===== src/rtl/dsync_filter_pkg.sv =====
// Shared helpers for the dsync_filter channel synchroniser.
package dsync_filter_pkg;

    // Counter width for a filter depth, never narrower than one bit.
    function automatic int cnt_width(input int filter);
        return (filter <= 1) ? 1 : $clog2(filter);
    endfunction

endpackage


===== src/rtl/dsync_filter_ch.sv =====
// One channel: sync chain, stability filter and registered edge pulses.
module dsync_filter_ch
    import dsync_filter_pkg::*;
#(
    parameter int   STAGE   = 2,
    parameter int   FILTER  = 4,
    parameter logic RST_VAL = 1'b0
) (
    input  logic clk,
    input  logic rst,
    input  logic d,
    output logic q,
    output logic rise,
    output logic fall
);

    localparam int CNT_W = cnt_width(FILTER);
    localparam logic [CNT_W-1:0] CNT_LAST = CNT_W'(FILTER - 1);

    // Pure flop chain, nothing between stages, so the metastability tools can see it.
    (* ASYNC_REG = "TRUE", keep = "true" *) logic [STAGE-1:0] s;

    logic             s_o;
    logic [CNT_W-1:0] cnt;
    logic             q_next;

    assign s_o = s[STAGE-1];

    always_ff @(posedge clk or posedge rst) begin
        if (rst) s <= {STAGE{RST_VAL}};
        else     s <= {s[STAGE-2:0], d};
    end

    always_comb begin
        q_next = q;
        if (s_o != q && cnt == CNT_LAST) q_next = s_o;
    end

    // A matching cycle always clears the count, including when it sits at CNT_LAST.
    always_ff @(posedge clk or posedge rst) begin
        if (rst) begin
            cnt  <= '0;
            q    <= RST_VAL;
            rise <= 1'b0;
            fall <= 1'b0;
        end else begin
            if (s_o == q || cnt == CNT_LAST) cnt <= '0;
            else                             cnt <= cnt + 1'b1;
            q    <= q_next;
            rise <= ~q & q_next;
            fall <= q & ~q_next;
        end
    end

endmodule


===== src/rtl/dsync_filter.sv =====
// Multi-channel filtered synchroniser for noisy asynchronous inputs.
module dsync_filter
    import dsync_filter_pkg::*;
#(
    parameter int               WIDTH   = 1,
    parameter int               STAGE   = 2,
    parameter int               FILTER  = 4,
    parameter logic [WIDTH-1:0] RST_VAL = '0
) (
    input  logic             clk,
    input  logic             rst,
    input  logic [WIDTH-1:0] D,
    output logic [WIDTH-1:0] Q,
    output logic [WIDTH-1:0] rise,
    output logic [WIDTH-1:0] fall,
    output logic             any_edge
);

    for (genvar i = 0; i < WIDTH; i++) begin : g_ch
        dsync_filter_ch #(
            .STAGE  (STAGE),
            .FILTER (FILTER),
            .RST_VAL(RST_VAL[i])
        ) u_ch (
            .clk (clk),
            .rst (rst),
            .d   (D[i]),
            .q   (Q[i]),
            .rise(rise[i]),
            .fall(fall[i])
        );
    end

    // OR of registered pulses, so it lines up with rise/fall in the same cycle.
    assign any_edge = |(rise | fall);

endmodule

===== config.mk =====
export PLATFORM = sky130hd
export DESIGN_NAME = dsync_filter
export DESIGN_NICKNAME = d
export VERILOG_FILES = /design/src/rtl/dsync_filter_pkg.sv /design/src/rtl/dsync_filter_ch.sv /design/src/rtl/dsync_filter.sv
export SDC_FILE = /design/constraint.sdc
export NUM_CORES = 1
export LEC_CHECK = 0
export BUFFER_PORTS_ARGS = -buffer_cell sky130_fd_sc_hd__buf_2
export CORE_AREA = 2 2 39 41
export DETAILED_ROUTE_END_ITERATION = 10
export DIE_AREA = 0 0 41 43
export GPL_TIMING_DRIVEN = 0
export HOLD_SLACK_MARGIN = 0.03
export SYNTH_ARGS = -nofsm -noshare
export SYNTH_HDL_FRONTEND = slang
export SYNTH_SLANG_ARGS = --single-unit

===== constraint.sdc =====
create_clock -name clk -period 1.35 [get_ports clk]
set_input_delay 0.27 -clock clk [delete_from_list [all_inputs] [get_ports clk]]
set_output_delay 0.27 -clock clk [all_outputs]
set_load 0.05 [all_outputs]

==> results.sh <==
export IMPL_yosysWarningCount=0
export IMPL_regArea_um2=175
export IMPL_via_per_inst=3.56
export IMPL_slew_viol_final=0
export IMPL_setup_tns_final_ns=0
export IMPL_final_common_cell="dfrtp_1"
export IMPL_critical_path_buf_inv_count=1
export IMPL_port_buffers=6
export IMPL_layout_drive_gt1_share=0.379
export IMPL_worstMarginPinSlew_ns=0.251
export IMPL_ant_nets=0
export IMPL_synth_distinct_cells=11
export IMPL_fin_nets=34
export IMPL_clkSinkCount=7
export IMPL_cpMaxStageDelayCell="dfrtp_1"
export IMPL_use_met3=0.0628
export IMPL_finalWorstSetupSlack_ns=0.0629
export IMPL_vdd_ir_drop_max_mv=0.746
export IMPL_grt_pass1_vias=136
export IMPL_critical_path_top_delay_family="flip-flops"
export IMPL_worst_path_stages=2
export IMPL_drt_pre_antenna_iters=4
export IMPL_synthMuxAreaShare=0
export IMPL_crit_path_max_fanout=2
export IMPL_grt_first_pass_wirelength_um=503
export IMPL_cts_setup_buffers=0
export IMPL_cts_tree="built"
export IMPL_min_path_cells=1
export IMPL_antenna_cells=0
export IMPL_layout_common_cells="dfrtp_1, buf_2, clkbuf_4, inv_1"
export IMPL_synth_avg_cell_area_um2=13.8
export IMPL_synth_ff_latch_count=7
export IMPL_multi_input_area_um2=67.6
export IMPL_use_met2=0.0563
export IMPL_slew_headroom=0.831
export IMPL_synth_area_um2=248
export IMPL_gp_congestion=0.668
export IMPL_synthAdderAreaFrac=0.0505
export IMPL_status="complete, no violations"
export IMPL_ff2ff_path_depth=2
export IMPL_crit_chain="or2_4 > buf_8"
export IMPL_clk_latency_ns=0.25
export IMPL_area_growth_pct=39.9
export IMPL_dp_slack_ns=0.243
export IMPL_rows=14
export IMPL_ios=7
export IMPL_globalRouteMet1Util=0.0498
export IMPL_start_kind="flop"
export IMPL_cpPeakStageDelay_ns=0.37
export IMPL_drt_wl_total_um=345
export IMPL_synth_nets=22
export IMPL_core_area_um2=1380
export IMPL_cts_buffers=3
export IMPL_antenna_found_initial=0
export IMPL_clock_skew_ns=0.00217
export IMPL_grt_busiest_layer="met3"
export IMPL_root_buffer="clkbuf_4"
export IMPL_avgRoutedWirePerCell_um=7.67
export IMPL_crit_arrival_ns=1.02
export IMPL_grtUsageTotal=0.0487
export IMPL_synth_compound_area_frac=0.0202
export IMPL_synth_top_family_by_area="simple AND/OR/NAND/NOR gates"
export IMPL_n_fill_cell=147
export IMPL_yosys_area_share_simple=0.157
export IMPL_drv_cap=0
export IMPL_max_freq_mhz=777
export IMPL_grt_max_degree=8
export IMPL_synth_seq_area_share=0.707
export IMPL_start_util=0.179
export IMPL_grt_setup_unrepaired="false"
export IMPL_fin_crit_ns=1.29
export IMPL_drc_errors=0
export IMPL_synthCells=18
export IMPL_fin_crit_sh=0.953
export IMPL_synth_xor_xnor_area_share=0.0354
export IMPL_min_path_type="in -> reg"
export IMPL_clkSlewWorstSetupHoldPaths_ns=0.05
export IMPL_finalHoldViolations=0
export IMPL_setup_viol=0
export IMPL_cp_required_ns=1.08
export IMPL_ctsHtreeMaxLevel=1
export IMPL_crit_type="reg -> out"
export IMPL_vias=160
export IMPL_cts_buffer_depth=2
export IMPL_leakagePower_uw=0.000176
export IMPL_drt_iter0_markers=3
export IMPL_dieArea_um2=1760
export IMPL_critPathCaptureType="output port"
export IMPL_r2r_slack_ns=0.43
export IMPL_pwr_density_cell_nw_per_um2=1940
export IMPL_grt_overflow_total=0
export IMPL_die_x_um=41
export IMPL_die_h_um=43
-- power breakdown --
group          total, µW  leakage, µW  switching [µW]  internal, µW
logic                203    0.0000715             127          75.8
registers            283    0.0000895            28.7           254
clock network        188    0.0000150            75.0           113
total                673     0.000176             231           443
-- synthesized netlist by cell type --
library cell,number,area (µm²)
dfrtp_1,7,175
ha_1,1,12.5
inv_1,2,7.51
nand2_1,1,3.75
nor2_1,1,3.75
nor3_1,1,5.00
nor3b_1,1,7.51
nor3b_2,1,12.5
o21ai_0,1,5.00
or2_2,1,6.26
xnor2_1,1,8.76
-- kinds of logic after synthesis --
logic type                 count (synthesis)
adders and majority gates                  1
AOI/OAI and AO/OA                          1
DFF                                        7
and+or+nand+nor                            6
buffers and inverters                      2
xor gates and xnor gates                   1
-- sequential cells by signal, summed over array words and instances (netlist names) --
| name | cells |
|---|---|
| g_ch.u_ch.cnt | 2 |
| g_ch.u_ch.fall | 1 |
| g_ch.u_ch.q | 1 |
| g_ch.u_ch.rise | 1 |
| g_ch.u_ch.s | 2 |
-- stage by stage --
| stage | hold slack, ns | instance area [µm²] | utilization | total power (µW) | std cells |
|---|---|---|---|---|---|
| 4_1_cts | 0.125 | 340 | 0.246 | 677 | 45 |
| 6_report | 0.128 | 347 | 0.250 | 673 | 45 |
| 2_1_floorplan | 0.0734 | 248 | - | 435 | 18 |
| 3_3_place_gp | 0.202 | 298 | 0.215 | 470 | 40 |
| 3_5_place_dp | 0.203 | 298 | 0.215 | 477 | 40 |
| 5_1_grt | 0.113 | 347 | 0.250 | 719 | 45 |
-- routing by layer --
layer  up-vias  wire, µm
li1         79         -
met1        74       174
met2         7       138
met3         0        32
met4         0         0
met5         -         0
-- worst paths after layout --
kind                                      from             endpoint
min reg2reg                  g_ch[0].u_ch.s[0]    g_ch[0].u_ch.s[1]
max reg2reg                g_ch[0].u_ch.cnt[0]  g_ch[0].u_ch.cnt[1]
max in group asynchronous                  rst  g_ch[0].u_ch.cnt[0]
min in group asynchronous                  rst    g_ch[0].u_ch.fall
max                          g_ch[0].u_ch.fall             any_edge
min                                          D    g_ch[0].u_ch.s[0]
-- what timing repair did --
item	CTS	global route
gates resized for setup	2	2
hold endpoints to repair	7	0
setup endpoints to repair	1	1
hold buffers	1	0
-- cell type report --
| class | instances | area share |
|---|---|---|
| Multi-Input combinational cell | 9 | 0.195 |
| Inverter | 2 | 0.0217 |
| Sequential cell | 7 | 0.505 |
| Tap cell | 16 | 0.0578 |
| Timing Repair Buffer | 7 | 0.144 |
| Clock buffer | 4 | 0.0758 |
Note: power is estimated with default switching activity, not from simulation.
